$ cat src/rtl/nubus_mem_pkg.sv
// Shared types and helpers for the card-local memory bus initiator.
package nubus_mem_pkg;

  typedef enum logic [1:0] {
    StIdle,
    StBus,
    StResp
  } state_e;

  localparam int unsigned TimeoutClksDefault = 16;
  localparam int unsigned TimeoutWDefault    = 5;

  // Expand 4 byte strobes into a 32-bit byte mask.
  function automatic logic [31:0] byte_mask(input logic [3:0] strb);
    logic [31:0] mask;
    for (int i = 0; i < 4; i++) begin
      mask[8*i +: 8] = {8{strb[i]}};
    end
    return mask;
  endfunction

endpackage

$ cat src/rtl/nubus_mem_master_if.sv
// Command, response and memory-bus signals of the initiator, grouped by direction.
interface nubus_mem_master_if;
  logic        cmd_valid;
  logic        cmd_ready;
  logic [3:0]  cmd_write;
  logic [31:0] cmd_addr;
  logic [31:0] cmd_wdata;
  logic        rsp_valid;
  logic        rsp_ready;
  logic [31:0] rsp_rdata;
  logic        rsp_write;
  logic        rsp_error;
  logic        mem_valid;
  logic [3:0]  mem_write;
  logic [31:0] mem_addr;
  logic [31:0] mem_wdata;
  logic [31:0] mem_rdata;
  logic        mem_ready;

  modport master (
    input  cmd_valid, cmd_write, cmd_addr, cmd_wdata, rsp_ready, mem_rdata, mem_ready,
    output cmd_ready, rsp_valid, rsp_rdata, rsp_write, rsp_error,
    output mem_valid, mem_write, mem_addr, mem_wdata
  );

  modport slave (
    output cmd_valid, cmd_write, cmd_addr, cmd_wdata, rsp_ready, mem_rdata, mem_ready,
    input  cmd_ready, rsp_valid, rsp_rdata, rsp_write, rsp_error,
    input  mem_valid, mem_write, mem_addr, mem_wdata
  );
endinterface

$ cat src/rtl/nubus_mem_watchdog.sv
// Saturating clock counter that flags when a bus request has waited too long.
module nubus_mem_watchdog #(
  parameter int unsigned TIMEOUT_CLKS = 16,
  parameter int unsigned TIMEOUT_W    = 5
) (
  input  logic clk,
  input  logic rst_n,
  input  logic clear,
  input  logic enable,
  output logic expire
);

  localparam logic [TIMEOUT_W-1:0] Limit = TIMEOUT_W'(TIMEOUT_CLKS - 1);

  logic [TIMEOUT_W-1:0] count_q, count_d;

  always_comb begin
    count_d = count_q;
    if (clear) begin
      count_d = '0;
    end else if (enable && (count_q != Limit)) begin
      count_d = count_q + TIMEOUT_W'(1);
    end
  end

  always_ff @(posedge clk or negedge rst_n) begin
    if (!rst_n) begin
      count_q <= '0;
    end else begin
      count_q <= count_d;
    end
  end

  assign expire = (count_q == Limit);

endmodule

$ cat src/rtl/nubus_mem_master.sv
// Single-outstanding initiator for the mem_valid/mem_ready bus with a timeout watchdog.
module nubus_mem_master
  import nubus_mem_pkg::*;
#(
  parameter int unsigned TIMEOUT_CLKS = TimeoutClksDefault,
  parameter int unsigned TIMEOUT_W    = TimeoutWDefault
) (
  input logic               mem_clk,
  input logic               mem_resetn,
  nubus_mem_master_if.master bus
);

  state_e      state_q, state_d;
  logic        mem_valid_q, mem_valid_d;
  logic [3:0]  mem_write_q, mem_write_d;
  logic [31:0] mem_addr_q, mem_addr_d;
  logic [31:0] mem_wdata_q, mem_wdata_d;
  logic        rsp_valid_q, rsp_valid_d;
  logic [31:0] rsp_rdata_q, rsp_rdata_d;
  logic        rsp_write_q, rsp_write_d;
  logic        rsp_error_q, rsp_error_d;

  logic accept, ack, expire, abort, taken;

  assign accept = (state_q == StIdle) && bus.cmd_valid;
  assign ack    = (state_q == StBus) && bus.mem_ready;
  // Ready on the expiry edge still completes normally.
  assign abort  = (state_q == StBus) && !bus.mem_ready && expire;
  assign taken  = (state_q == StResp) && bus.rsp_ready;

  nubus_mem_watchdog #(
    .TIMEOUT_CLKS(TIMEOUT_CLKS),
    .TIMEOUT_W   (TIMEOUT_W)
  ) u_watchdog (
    .clk   (mem_clk),
    .rst_n (mem_resetn),
    .clear (accept),
    .enable((state_q == StBus) && !bus.mem_ready),
    .expire(expire)
  );

  always_ff @(posedge mem_clk or negedge mem_resetn) begin
    if (!mem_resetn) begin
      state_q     <= StIdle;
      mem_valid_q <= 1'b0;
      mem_write_q <= '0;
      mem_addr_q  <= '0;
      mem_wdata_q <= '0;
      rsp_valid_q <= 1'b0;
      rsp_rdata_q <= '0;
      rsp_write_q <= 1'b0;
      rsp_error_q <= 1'b0;
    end else begin
      state_q     <= state_d;
      mem_valid_q <= mem_valid_d;
      mem_write_q <= mem_write_d;
      mem_addr_q  <= mem_addr_d;
      mem_wdata_q <= mem_wdata_d;
      rsp_valid_q <= rsp_valid_d;
      rsp_rdata_q <= rsp_rdata_d;
      rsp_write_q <= rsp_write_d;
      rsp_error_q <= rsp_error_d;
    end
  end

  always_comb begin
    state_d = state_q;
    unique case (state_q)
      StIdle:  if (accept) state_d = StBus;
      StBus:   if (ack || abort) state_d = StResp;
      StResp:  if (taken) state_d = StIdle;
      default: state_d = StIdle;
    endcase
  end

  always_comb begin
    mem_valid_d = mem_valid_q;
    mem_write_d = mem_write_q;
    mem_addr_d  = mem_addr_q;
    mem_wdata_d = mem_wdata_q;
    rsp_valid_d = rsp_valid_q;
    rsp_rdata_d = rsp_rdata_q;
    rsp_write_d = rsp_write_q;
    rsp_error_d = rsp_error_q;
    if (accept) begin
      mem_valid_d = 1'b1;
      mem_write_d = bus.cmd_write;
      mem_addr_d  = {bus.cmd_addr[31:2], 2'b00};
      mem_wdata_d = bus.cmd_wdata;
    end
    if (ack) begin
      // Strobed bytes may float on the bus, so force them to zero.
      rsp_rdata_d = bus.mem_rdata & ~byte_mask(mem_write_q);
      rsp_write_d = |mem_write_q;
      rsp_error_d = 1'b0;
      rsp_valid_d = 1'b1;
      mem_valid_d = 1'b0;
      mem_write_d = '0;
    end
    if (abort) begin
      rsp_rdata_d = '0;
      rsp_write_d = |mem_write_q;
      rsp_error_d = 1'b1;
      rsp_valid_d = 1'b1;
      mem_valid_d = 1'b0;
      mem_write_d = '0;
    end
    if (taken) begin
      rsp_valid_d = 1'b0;
    end
  end

  assign bus.cmd_ready = (state_q == StIdle);
  assign bus.mem_valid = mem_valid_q;
  assign bus.mem_write = mem_write_q;
  assign bus.mem_addr  = mem_addr_q;
  assign bus.mem_wdata = mem_wdata_q;
  assign bus.rsp_valid = rsp_valid_q;
  assign bus.rsp_rdata = rsp_rdata_q;
  assign bus.rsp_write = rsp_write_q;
  assign bus.rsp_error = rsp_error_q;

endmodule

$ cat src/flat_wrapper.sv
// flat-port wrapper written by rule: the top's interface ports become plain ports
module nubus_mem_master_flat import nubus_mem_pkg::*;
#(
  parameter int unsigned TIMEOUT_CLKS = TimeoutClksDefault,
  parameter int unsigned TIMEOUT_W    = TimeoutWDefault
)
  (mem_clk, mem_resetn, bus_cmd_valid, bus_cmd_write, bus_cmd_addr, bus_cmd_wdata, bus_rsp_ready, bus_mem_rdata, bus_mem_ready, bus_cmd_ready, bus_rsp_valid, bus_rsp_rdata, bus_rsp_write, bus_rsp_error, bus_mem_valid, bus_mem_write, bus_mem_addr, bus_mem_wdata);
  nubus_mem_master_if bus_i ();
  input logic mem_clk;
  input logic mem_resetn;
  input wire logic [$bits(bus_i.cmd_valid)-1:0] bus_cmd_valid;
  input wire logic [$bits(bus_i.cmd_write)-1:0] bus_cmd_write;
  input wire logic [$bits(bus_i.cmd_addr)-1:0] bus_cmd_addr;
  input wire logic [$bits(bus_i.cmd_wdata)-1:0] bus_cmd_wdata;
  input wire logic [$bits(bus_i.rsp_ready)-1:0] bus_rsp_ready;
  input wire logic [$bits(bus_i.mem_rdata)-1:0] bus_mem_rdata;
  input wire logic [$bits(bus_i.mem_ready)-1:0] bus_mem_ready;
  output wire logic [$bits(bus_i.cmd_ready)-1:0] bus_cmd_ready;
  output wire logic [$bits(bus_i.rsp_valid)-1:0] bus_rsp_valid;
  output wire logic [$bits(bus_i.rsp_rdata)-1:0] bus_rsp_rdata;
  output wire logic [$bits(bus_i.rsp_write)-1:0] bus_rsp_write;
  output wire logic [$bits(bus_i.rsp_error)-1:0] bus_rsp_error;
  output wire logic [$bits(bus_i.mem_valid)-1:0] bus_mem_valid;
  output wire logic [$bits(bus_i.mem_write)-1:0] bus_mem_write;
  output wire logic [$bits(bus_i.mem_addr)-1:0] bus_mem_addr;
  output wire logic [$bits(bus_i.mem_wdata)-1:0] bus_mem_wdata;
  assign bus_i.cmd_valid = bus_cmd_valid;
  assign bus_i.cmd_write = bus_cmd_write;
  assign bus_i.cmd_addr = bus_cmd_addr;
  assign bus_i.cmd_wdata = bus_cmd_wdata;
  assign bus_i.rsp_ready = bus_rsp_ready;
  assign bus_i.mem_rdata = bus_mem_rdata;
  assign bus_i.mem_ready = bus_mem_ready;
  assign bus_cmd_ready = bus_i.cmd_ready;
  assign bus_rsp_valid = bus_i.rsp_valid;
  assign bus_rsp_rdata = bus_i.rsp_rdata;
  assign bus_rsp_write = bus_i.rsp_write;
  assign bus_rsp_error = bus_i.rsp_error;
  assign bus_mem_valid = bus_i.mem_valid;
  assign bus_mem_write = bus_i.mem_write;
  assign bus_mem_addr = bus_i.mem_addr;
  assign bus_mem_wdata = bus_i.mem_wdata;
  nubus_mem_master #(.TIMEOUT_CLKS(TIMEOUT_CLKS), .TIMEOUT_W(TIMEOUT_W)) u_core (.mem_clk(mem_clk), .mem_resetn(mem_resetn), .bus(bus_i));
endmodule
$ cat config.mk
export PLATFORM = sky130hd
export DESIGN_NAME = nubus_mem_master_flat
export DESIGN_NICKNAME = d
export VERILOG_FILES = /design/src/rtl/nubus_mem_pkg.sv /design/src/rtl/nubus_mem_master_if.sv /design/src/rtl/nubus_mem_watchdog.sv /design/src/rtl/nubus_mem_master.sv /design/src/flat_wrapper.sv
export SDC_FILE = /design/constraint.sdc
export NUM_CORES = 1
export LEC_CHECK = 0
export ABC_CLOCK_PERIOD_IN_PS = 4600
export CAP_MARGIN = 0
export CORE_MARGIN = 4
export CORE_UTILIZATION = 60
export CTS_CLUSTER_SIZE = 25
export DETAILED_ROUTE_END_ITERATION = 8
export DONT_BUFFER_PORTS = 1
export GPL_ROUTABILITY_DRIVEN = 0
export PLACE_DENSITY = 0.76
export REMOVE_ABC_BUFFERS = 1
export SETUP_SLACK_MARGIN = 0.02
export SKIP_CTS_REPAIR_TIMING = 1
export SLEW_MARGIN = 20
export SYNTH_ARGS = -nofsm -noshare
export SYNTH_HDL_FRONTEND = slang
export SYNTH_HIERARCHICAL = 1
export SYNTH_SLANG_ARGS = --single-unit
$ cat constraint.sdc
create_clock -name mem_clk -period 4.6 [get_ports mem_clk]
set_input_delay 0.92 -clock mem_clk [delete_from_list [all_inputs] [get_ports mem_clk]]
set_output_delay 0.92 -clock mem_clk [all_outputs]
set_load 0.02 [all_outputs]
==> results.json <==
{
  "diodes": 0,
  "cts_root_buf": "clkbuf_8",
  "overflow": 0,
  "crit_cells": 1,
  "fin_tns_setup_ns": 0,
  "power_switching_uw": 1495,
  "rsz0062_at_grt": "false",
  "fin_nets": 371,
  "cts_buffers": 9,
  "comb_power_share_pct": 20.9,
  "fin_util_pct": 64.13,
  "place_inst": 333,
  "critPathSlowestCell": "dfrtp_1",
  "core.rowCount": 30,
  "drtIter0Drc": 66,
  "clk_pin_slew_worst_paths_ns": 0.10,
  "dr.pass1.iters": 4,
  "dieHeight_um": 91.21,
  "dieArea_um2": 8318,
  "yosys_warnings": 6,
  "swShare_pct": 41.67,
  "drt-total-wl_um": 8584,
  "slew_violations": 0,
  "maxSlewHeadroom_pct": 40.61,
  "pre_cts_ws_ns": 2.110,
  "worstSetupEndpointType": "output port",
  "critPathTopFamily": "flip-flops",
  "power_uw": 3589,
  "power_frac_clock_pct": 15.4,
  "synth_cell_types": 33,
  "syn_area_um2": 4154,
  "avgViaCountPerCell": 6.388,
  "antenna_found_initial": 0,
  "start_util_pct": 61.48,
  "drive_gt1_share_pct": 29.10,
  "max-clock-path-buffers": 2,
  "grt_first_pass_wirelength_um": 13460,
  "ioPinCount": 210,
  "final-setup-viol-count": 0,
  "cts.sinks": 109,
  "crit_path_start_kind": "flip-flop",
  "critical_path_buf_inv_count": 0,
  "cp.arrival_ns": 1.19,
  "critPathRequiredTime_ns": 3.68,
  "outcome": "complete, no violations",
  "drc": 0,
  "power_density_nw_per_um2": 828.2,
  "critical_path.max_fanout": 7,
  "via_count": 2223,
  "peakVddDrop_mv": 0.3761,
  "syn_area_per_cell_um2": 15.68,
  "path_cells": "nor2_1",
  "grt_max_degree": 110,
  "worst_slack_ns": 2.495,
  "cap_viol_max_count": 0,
  "fmax_mhz": 475.0,
  "numPortBuffers": 0,
  "clk_latency_ns": 0.35,
  "area_growth_pct": 4.307,
  "power_frac_seq_pct": 63.7,
  "grt_usage_pct": 20.93,
  "slowest_delay_ns": 0.48,
  "ys_ff_latch": 109,
  "p_int_uw": 2093,
  "fin_crit_sh_pct": 45.76,
  "die_x_um": 91.21,
  "ant_nets": 0,
  "coreArea_um2": 6756,
  "reg2reg_depth": 6,
  "h-tree-depth": 3,
  "critPathKind": "flip-flop to output port",
  "hold_viol": 0,
  "min_period_ns": 2.105,
  "avgRoutedWirePerCell_um": 24.67,
  "dp_hpwl_um": 6218,
  "worst_pin_slew_ns": 0.8908,
  "leakagePower_uw": 0.001908,
  "stdcell_count": 348,
  "synthCells": 265,
  "fin_worst_skew_ns": 0.01184,
  "cts_tree": "built",
  "min_path_type": "input port to async pin",
  "first_global_vias": 2412,
  "yosysSeqAreaShare_pct": 65.66
}
routing by layer:
| layer | share of wire (%) | GRT usage (%) | vias up |
|---|---|---|---|
| met2 | 50 | 33.66 | 151 |
| met1 | 35 | 23.10 | 1117 |
| met5 | 0 | 0 | - |
| met4 | 1.2 | 8.166 | 0 |
| met3 | 14 | 11.68 | 8 |
| li1 | - | - | 947 |
layout make-up:
cell class	count	area [um2]
clock buffer	10	127.6
tap	80	100.1
inverter	3	11.26
timing repair buffer	1	7.507
clock inverter	5	61.31
sequential	109	2728
fill	494	2424
multi-input combinational	140	1297
kinds of logic (layout without fill, tap and decap cells):
logic type                 Yosys count  in the layout  synth area share [%]
DFF                                109            109                 65.66
muxes                               64             64                 17.32
AOI/OAI and AO/OA                   47             47                 9.247
and+or+nand+nor                     23             23                 3.464
buffers and inverters               17             19                 3.193
adders and majority gates            2              2                0.6023
xor gates and xnor gates             2              2                0.4218
other                                1              2               0.09027
synth_stat cells:
master    number  area share (%)
nor3_1         1            0.12
and2b_1        1            0.18
nand2_4        1            0.27
nor4_1         1            0.15
buf_4          3            0.54
nor3b_4        1            0.45
a211oi_1       1            0.18
xnor2_1        1            0.21
nor2b_4        1            0.33
inv_1          3            0.27
mux2_2        58              16
a21oi_2        1            0.21
a31oi_1        2            0.30
o21ai_0        1            0.12
nand3b_1       2            0.36
nand2_1        1           0.090
dfrtp_1      109              66
mux2_1         5             1.4
nor2_1        10            0.90
nand4_1        1            0.15
a21o_1         1            0.18
buf_6          7             1.9
nor2b_1        1            0.15
and3_1         1            0.15
conb_1         1           0.090
ha_1           2            0.60
buf_2          4            0.48
or2_2          1            0.15
a21oi_1        4            0.48
a22o_1        36             7.6
o21a_1         1            0.18
mux2i_1        1            0.24
xor2_1         1            0.21
cell usage in the layout (no fill, tap or decap), drive strengths merged:
cell	Yosys	layout
and3	1	1
conb	1	2
nand2	2	2
a22o	36	36
clkbuf	0	10
and2b	1	1
nand3b	2	2
dfrtp	109	109
or2	1	1
nor2b	2	2
clkinvlp	0	3
a211oi	1	1
nor3	1	1
o21ai	1	1
bufinv	0	1
mux2i	1	1
a21o	1	1
nor4	1	1
nor2	10	10
buf	14	1
xor2	1	1
a31oi	2	2
nor3b	1	1
inv	3	4
mux2	63	63
ha	2	2
a21oi	5	5
o21a	1	1
nand4	1	1
xnor2	1	1
state kept, by name, indices dropped and copies added (netlist names):
name / cells
u_core/bus.rsp_write: 1
u_core/bus.rsp_valid: 1
u_core/u_watchdog/count_q: 5
u_core/bus.mem_valid: 1
u_core/bus.mem_wdata: 32
u_core/state_q: 2
u_core/bus.rsp_error: 1
u_core/bus.rsp_rdata: 32
u_core/bus.mem_write: 4
u_core/bus.mem_addr: 30
power by group through the flow:
| stage | Clock [uW] | Sequential [uW] | Combinational, uW |
|---|---|---|---|
| final | 553 | 2290 | 750 |
| after global routing | 611 | 2350 | 822 |
| after CTS | 572 | 2300 | 759 |
| after detailed placement | 0 | 2310 | 762 |
| after global placement | 0 | 2300 | 718 |
| after floorplan | 0 | 2180 | 656 |
final timing paths:
path	startpoint	endpoint	slack (ns)
setup / recovery	u_core/state_q[1]	bus_cmd_ready	2.49
hold / removal	mem_resetn	u_core/bus.rsp_rdata[0]	0.25
setup reg to reg	u_core/u_watchdog/count_q[0]	u_core/state_q[1]	2.50
hold reg to reg	u_core/u_watchdog/count_q[1]	u_core/u_watchdog/count_q[1]	0.57
max in group asynchronous	mem_resetn	u_core/bus.mem_wdata[31]	4.18
min in group mem_clk	u_core/u_watchdog/count_q[1]	u_core/u_watchdog/count_q[1]	0.57
through the flow:
stage | instance area, um2 | hold WS (ns)
after floorplan | 4036 | 0.5129
after global placement | 4144 | 0.5359
after detailed placement | 4144 | 0.5582
after CTS | 4333 | 0.2269
after global routing | 4333 | 0.2124
final | 4333 | 0.2471
(Power assumes the default switching activity.)
